**config.mk**
```make
export PLATFORM = sky130hd
export DESIGN_NAME = branch_predictor
export DESIGN_NICKNAME = d
export VERILOG_FILES = /design/src/rtl/cpu_pkg.sv /design/src/rtl/btb_ram.sv /design/src/rtl/branch_predictor.sv
export SDC_FILE = /design/constraint.sdc
export NUM_CORES = 2
export LEC_CHECK = 0
export BUFFER_PORTS_ARGS = -buffer_cell sky130_fd_sc_hd__buf_4
export CORE_MARGIN = 4
export CORE_UTILIZATION = 60
export CTS_BUF_LIST = sky130_fd_sc_hd__clkbuf_8
export DETAILED_ROUTE_END_ITERATION = 10
export PLACE_DENSITY = 0.78
export RECOVER_POWER = 50
export SYNTH_ARGS = -nofsm -noshare
export SYNTH_HDL_FRONTEND = slang
export SYNTH_SLANG_ARGS = --single-unit
```
**constraint.sdc**
```tcl
create_clock -name clk -period 4.9 [get_ports clk]
set_input_delay 0.735 -clock clk [delete_from_list [all_inputs] [get_ports clk]]
set_output_delay 0.735 -clock clk [all_outputs]
set_load 0.02 [all_outputs]
```
**src/rtl/cpu_pkg.sv**
```systemverilog
// Shared CPU definitions: 2-bit branch counter states, PC increment and saturating helpers.
package cpu_pkg;

  localparam int unsigned PC_W = 32;
  localparam logic [PC_W-1:0] PC_INC = 32'd4;

  typedef enum logic [1:0] {
    SNT = 2'b00,
    WNT = 2'b01,
    WT  = 2'b10,
    ST  = 2'b11
  } ctr_t;

  // Step toward strongly-taken, holding at ST.
  function automatic ctr_t sat_inc(input ctr_t c);
    return (c == ST) ? ST : ctr_t'(2'(c + 2'd1));
  endfunction

  // Step toward strongly-not-taken, holding at SNT.
  function automatic ctr_t sat_dec(input ctr_t c);
    return (c == SNT) ? SNT : ctr_t'(2'(c - 2'd1));
  endfunction

endpackage

```
**src/rtl/btb_ram.sv**
```systemverilog
// Direct-mapped BTB storage: two async read ports and one sync write port with sync clear.
module btb_ram
  import cpu_pkg::*;
#(
  parameter int unsigned ENTRIES = 16,
  parameter int unsigned IDX_W   = 4,
  parameter int unsigned TAG_W   = 26
) (
  input  logic             clk,
  input  logic             rst,
  input  logic [IDX_W-1:0] rd_a_idx,
  output logic             rd_a_valid,
  output logic [TAG_W-1:0] rd_a_tag,
  output logic [PC_W-1:0]  rd_a_target,
  output ctr_t             rd_a_ctr,
  input  logic [IDX_W-1:0] rd_b_idx,
  output logic             rd_b_valid,
  output logic [TAG_W-1:0] rd_b_tag,
  output logic [PC_W-1:0]  rd_b_target,
  output ctr_t             rd_b_ctr,
  input  logic             wr_en,
  input  logic [IDX_W-1:0] wr_idx,
  input  logic [TAG_W-1:0] wr_tag,
  input  logic [PC_W-1:0]  wr_target,
  input  ctr_t             wr_ctr
);

  logic             valid_q  [ENTRIES];
  logic             valid_d  [ENTRIES];
  logic [TAG_W-1:0] tag_q    [ENTRIES];
  logic [TAG_W-1:0] tag_d    [ENTRIES];
  logic [PC_W-1:0]  target_q [ENTRIES];
  logic [PC_W-1:0]  target_d [ENTRIES];
  ctr_t             ctr_q    [ENTRIES];
  ctr_t             ctr_d    [ENTRIES];

  // Read ports see pre-edge contents, so same-cycle writes appear next cycle.
  always_comb begin
    rd_a_valid  = valid_q[rd_a_idx];
    rd_a_tag    = tag_q[rd_a_idx];
    rd_a_target = target_q[rd_a_idx];
    rd_a_ctr    = ctr_q[rd_a_idx];
    rd_b_valid  = valid_q[rd_b_idx];
    rd_b_tag    = tag_q[rd_b_idx];
    rd_b_target = target_q[rd_b_idx];
    rd_b_ctr    = ctr_q[rd_b_idx];
  end

  // Next-state: hold everything, overwrite the single written entry.
  always_comb begin
    valid_d  = valid_q;
    tag_d    = tag_q;
    target_d = target_q;
    ctr_d    = ctr_q;
    if (wr_en) begin
      valid_d[wr_idx]  = 1'b1;
      tag_d[wr_idx]    = wr_tag;
      target_d[wr_idx] = wr_target;
      ctr_d[wr_idx]    = wr_ctr;
    end
  end

  // Storage registers; reset invalidates all entries and parks counters at WNT.
  always_ff @(posedge clk) begin
    if (rst) begin
      for (int i = 0; i < int'(ENTRIES); i++) begin
        valid_q[i]  <= 1'b0;
        tag_q[i]    <= '0;
        target_q[i] <= '0;
        ctr_q[i]    <= WNT;
      end
    end else begin
      valid_q  <= valid_d;
      tag_q    <= tag_d;
      target_q <= target_d;
      ctr_q    <= ctr_d;
    end
  end

endmodule

```
**src/rtl/branch_predictor.sv**
```systemverilog
// Fetch-side BTB predictor with EX-stage mispredict resolution, training and statistics.
module branch_predictor
  import cpu_pkg::*;
#(
  parameter int unsigned ENTRIES = 16,
  parameter int unsigned CNT_W   = 32
) (
  input  logic             clk,
  input  logic             rst,
  input  logic             halt,
  input  logic [31:0]      if_pc,
  output logic             pred_taken,
  output logic [31:0]      pred_target,
  input  logic             ex_valid,
  input  logic             ex_branch,
  input  logic [31:0]      ex_pc,
  input  logic             ex_taken,
  input  logic [31:0]      ex_target,
  input  logic             ex_pred_taken,
  input  logic [31:0]      ex_pred_target,
  output logic             flush,
  output logic [31:0]      redirect_pc,
  output logic [CNT_W-1:0] branch_cnt,
  output logic [CNT_W-1:0] miss_cnt
);

  localparam int unsigned IDX_W = $clog2(ENTRIES);
  localparam int unsigned TAG_W = PC_W - IDX_W - 2;

  logic [IDX_W-1:0] if_idx, ex_idx;
  logic [TAG_W-1:0] if_tag, ex_tag;

  logic             a_valid, b_valid;
  logic [TAG_W-1:0] a_tag, b_tag;
  logic [PC_W-1:0]  a_target, b_target;
  ctr_t             a_ctr, b_ctr;

  logic             res, miss, ex_hit, train;
  logic             wr_en;
  logic [PC_W-1:0]  wr_target;
  ctr_t             wr_ctr;

  logic [CNT_W-1:0] branch_cnt_q, branch_cnt_d;
  logic [CNT_W-1:0] miss_cnt_q, miss_cnt_d;

  assign if_idx = if_pc[IDX_W+1:2];
  assign if_tag = if_pc[PC_W-1:IDX_W+2];
  assign ex_idx = ex_pc[IDX_W+1:2];
  assign ex_tag = ex_pc[PC_W-1:IDX_W+2];

  btb_ram #(
    .ENTRIES (ENTRIES),
    .IDX_W   (IDX_W),
    .TAG_W   (TAG_W)
  ) u_btb (
    .clk         (clk),
    .rst         (rst),
    .rd_a_idx    (if_idx),
    .rd_a_valid  (a_valid),
    .rd_a_tag    (a_tag),
    .rd_a_target (a_target),
    .rd_a_ctr    (a_ctr),
    .rd_b_idx    (ex_idx),
    .rd_b_valid  (b_valid),
    .rd_b_tag    (b_tag),
    .rd_b_target (b_target),
    .rd_b_ctr    (b_ctr),
    .wr_en       (wr_en),
    .wr_idx      (ex_idx),
    .wr_tag      (ex_tag),
    .wr_target   (wr_target),
    .wr_ctr      (wr_ctr)
  );

  // Zero-latency prediction for the fetch PC.
  always_comb begin
    pred_taken  = a_valid && (a_tag == if_tag) && a_ctr[1];
    pred_target = pred_taken ? a_target : if_pc + PC_INC;
  end

  // Mispredict detection and redirect; deliberately not gated by halt.
  always_comb begin
    res         = ex_valid && ex_branch;
    miss        = res && ((ex_taken != ex_pred_taken) ||
                          (ex_taken && (ex_target != ex_pred_target)));
    flush       = miss;
    redirect_pc = '0;
    if (miss) redirect_pc = ex_taken ? ex_target : ex_pc + PC_INC;
  end

  // BTB training: update counter on hit, allocate at WT on a taken tag miss.
  always_comb begin
    train     = res && !halt;
    ex_hit    = b_valid && (b_tag == ex_tag);
    wr_en     = 1'b0;
    wr_target = b_target;
    wr_ctr    = b_ctr;
    if (train) begin
      if (ex_hit) begin
        wr_en = 1'b1;
        if (ex_taken) begin
          wr_ctr    = sat_inc(b_ctr);
          wr_target = ex_target;
        end else begin
          wr_ctr = sat_dec(b_ctr);
        end
      end else if (ex_taken) begin
        wr_en     = 1'b1;
        wr_ctr    = WT;
        wr_target = ex_target;
      end
    end
  end

  // Saturating statistics counters.
  always_comb begin
    branch_cnt_d = branch_cnt_q;
    miss_cnt_d   = miss_cnt_q;
    if (train) begin
      if (branch_cnt_q != {CNT_W{1'b1}}) branch_cnt_d = branch_cnt_q + CNT_W'(1);
      if (miss && (miss_cnt_q != {CNT_W{1'b1}})) miss_cnt_d = miss_cnt_q + CNT_W'(1);
    end
  end

  // Statistics registers.
  always_ff @(posedge clk) begin
    if (rst) begin
      branch_cnt_q <= '0;
      miss_cnt_q   <= '0;
    end else begin
      branch_cnt_q <= branch_cnt_d;
      miss_cnt_q   <= miss_cnt_d;
    end
  end

  assign branch_cnt = branch_cnt_q;
  assign miss_cnt   = miss_cnt_q;

endmodule
```
==> flow_summary.json <==
{
  "status": "complete, no violations",
  "rows": 114,
  "startpoint": "u_btb.tag_q[119]",
  "ys_ff_latch": 1040,
  "vdd_ir_drop_max_v": 0.0002030,
  "powerDensity_nw_per_um2": 280.9,
  "synth_fp_nets": 5343,
  "rsz0062_at_grt": "no",
  "cpMaxStageDelayCell": "mux4_2",
  "finalCritPeriodShare_pct": 97.97,
  "async_flop_share_pct": 0,
  "cts_tree": "built",
  "avgRoutedWirePerCell_um": 27.72,
  "drive_gt1_share_pct": 22.40,
  "die_y_um": 320.1,
  "hold_depth": 2,
  "layout_common_cells": "dfxtp_1, mux2i_1, nand2b_1",
  "critPathMostFrequentCell": "mux4_2",
  "drt_wl_total_mm": 186.7,
  "cp_slowest_stage_delay_ns": 0.50,
  "antenna_left": 0,
  "reg2regPathDepth": 11,
  "cts-root-buf": "clkbuf_8",
  "vias_per_cell": 6.678,
  "die_area_um2": 102500,
  "arrival_ns": 4.07,
  "clk_pin_slew_ns": 0.06,
  "ff2ff_setup_slack_ns": 0.96,
  "met2_usage_pct": 54.02,
  "setup-violations-final": 0,
  "regToRegEndpoint": "u_btb.tag_q[17]",
  "io_buffers": 264,
  "hold_viol_final": 0,
  "grt_overflow": 0,
  "dp_hpwl_mm": 119.3,
  "crit_type": "reg -> out",
  "drt_iter0_drc": 6169,
  "cp_top_family": "multiplexers",
  "io_pins": 265,
  "cts_buffer_depth": 3,
  "synth_cell_types": 68,
  "drv_slew": 0,
  "nNetsFinal": 5452,
  "die_w_um": 320.1,
  "antenna_found_initial": 14,
  "drcViolationCount": 0,
  "place_congestion": 0.9488,
  "synth_edf_count": 0,
  "crit_fanout": 13,
  "fillerInstances": 7314,
  "syn_area_um2": 58450,
  "holdPathEnd": "u_btb.valid_q[13]",
  "setup_tns_ns": 0,
  "grt.total_usage_pct": 35.23,
  "hp-start": "u_btb.valid_q[13]",
  "skew_ns": 0.04171,
  "worst_pin_slew_ns": 1.303,
  "gr-usage-met1_pct": 47.22,
  "min_period_ns": 4.801,
  "first_pass_iters": 8,
  "rr_startpoint": "u_btb.tag_q[149]",
  "synthToLayoutAreaGrowth_pct": 11.11,
  "max-slew-margin-rel_pct": 13.12,
  "crit_path_end_kind": "output pin",
  "busiest_layer": "met2",
  "max_freq_mhz": 208.3,
  "path_cells": "mux4_2 -> mux4_2 -> xnor2_2 -> nand4_1 -> nor4_2 -> and3_4 -> buf_12 -> mux2_2 -> buf_4",
  "seq_area_frac_synth_pct": 35.62,
  "leakage_uw": 0.02872,
  "grt_pass1_vias": 43889,
  "synthCells": 5201,
  "worstHoldPathType": "reg -> reg",
  "cts_inserted_buffers": 174,
  "grt_pass1_wl_mm": 275.5,
  "avgSynthCellArea_um2": 11.24,
  "cp.buffers_inverters": 2,
  "cts_sinks": 1040,
  "final_common_cell": "dfxtp_1",
  "maxCapViolations": 0,
  "dr_total_vias": 44974,
  "grt_max_degree": 129,
  "synthFlopType": "dfxtp_1",
  "fp.coreArea_um2": 96710,
  "start_util_pct": 60.44,
  "cp.required_ns": 4.16,
  "crit_path_start_kind": "register",
  "cts.htree.levels": 4,
  "insertion_delay_ns": 0.87,
  "use_met3_pct": 9.654,
  "yosys_warnings": 0,
  "total_power_uw": 18240
}
==> how the worst max path moves through the flow <==
| stage | depth (start not counted) | end |
|---|---|---|
| after detailed placement | 11 | pred_target[0] |
| after global placement | 11 | pred_target[1] |
| after CTS | 9 | pred_target[3] |
| after global routing | 12 | pred_target[10] |
| final | 9 | pred_target[3] |
| after floorplan | 11 | pred_target[2] |
==> power by group <==
group / switching, µW / total (µW) / leakage, µW / internal (µW)
clock network: 3690 / 8180 / 0.00210 / 4490
logic: 969 / 1590 / 0.0183 / 620
registers: 9.21 / 8480 / 0.00837 / 8470
==> stage by stage <==
| stage | utilization, % | worst slack (ns) | hold slack (ns) | instances | area (µm²) |
|---|---|---|---|---|---|
| final | 67.16 | 0.09923 | 0.4647 | 6735 | 64950 |
| after global routing | 67.14 | 0.006767 | 0.4849 | 6725 | 64930 |
| after CTS | 67.64 | 0.02501 | 0.4356 | 6719 | 65410 |
| after detailed placement | 63.82 | 0.08744 | 0.4514 | 6407 | 61720 |
| after floorplan | - | 0.01885 | 0.4305 | 5201 | 58450 |
| after global placement | 63.82 | 0.05977 | 0.4451 | 6407 | 61720 |
==> routing by layer <==
layer	routed length [µm]	part of all wire [%]
met1	72250	39
met3	22200	12
met5	74	0.040
met2	83720	45
met4	8478	4.5
==> final cells by class <==
type                    count  area (µm²)  area share, %
diodes                     13       32.53        0.05009
clock buffers             229        3152          4.853
clock inverters            83       545.5         0.8399
inverters                  43       163.9         0.2524
multi-input cells        3608       35140          54.10
flip-flops and latches   1040       20820          32.05
well taps                1276        1597          2.458
repair buffers            443        3502          5.392
==> synth_stat cells (33+ instances only) <==
cell type / n / area [µm²]
xor2_1: 93 / 814.5
nand2_1: 195 / 732.0
dfxtp_1: 1040 / 20820
mux2i_1: 1034 / 10350
buf_2: 90 / 450.4
buf_6: 47 / 529.3
xnor2_1: 86 / 753.2
a21oi_1: 73 / 365.4
mux4_2: 541 / 12180
nand2b_1: 977 / 6112
a21o_1: 33 / 247.7
clkbuf_1: 321 / 1205
nand3_1: 84 / 420.4
o21ai_0: 60 / 300.3
nor2_1: 144 / 540.5
inv_1: 42 / 157.7
==> worst reg2reg max path, delay by kind of cell (launching register included) <==
family	cells	cell delay, ns
buffers and inverters	2	0.99
AO/OA/AOI/OAI	3	0.72
flip-flops	1	0.33
multiplexers	3	1.16
AND/OR/NAND/NOR	3	0.63
==> state kept, by name (all words and copies together) (netlist names) <==
name and count:
u_btb.ctr_q 32, u_btb.valid_q 16, branch_cnt 32, miss_cnt 32, u_btb.target_q 512, u_btb.tag_q 416
==> cells by family (layout without fill, tap and decap cells) <==
kind of cell | after synthesis | in the layout | share of synthesized area (%)
compound gates | 259 | 259 | 2.892
xor+xnor | 179 | 179 | 2.682
fa+ha+maj | 7 | 7 | 0.1498
buf+inv | 553 | 798 | 4.495
flops | 1040 | 1040 | 35.62
mux | 1600 | 1600 | 39.03
other cells | 0 | 13 | 0
simple gates | 1563 | 1563 | 15.13
==> timing repair <==
action	4_1_cts	5_1_grt
endpoints found under the setup margin	0	24
hold buffers	0	0
gates resized for setup	0	10
setup buffers	0	1
(Power assumes the default switching activity.)
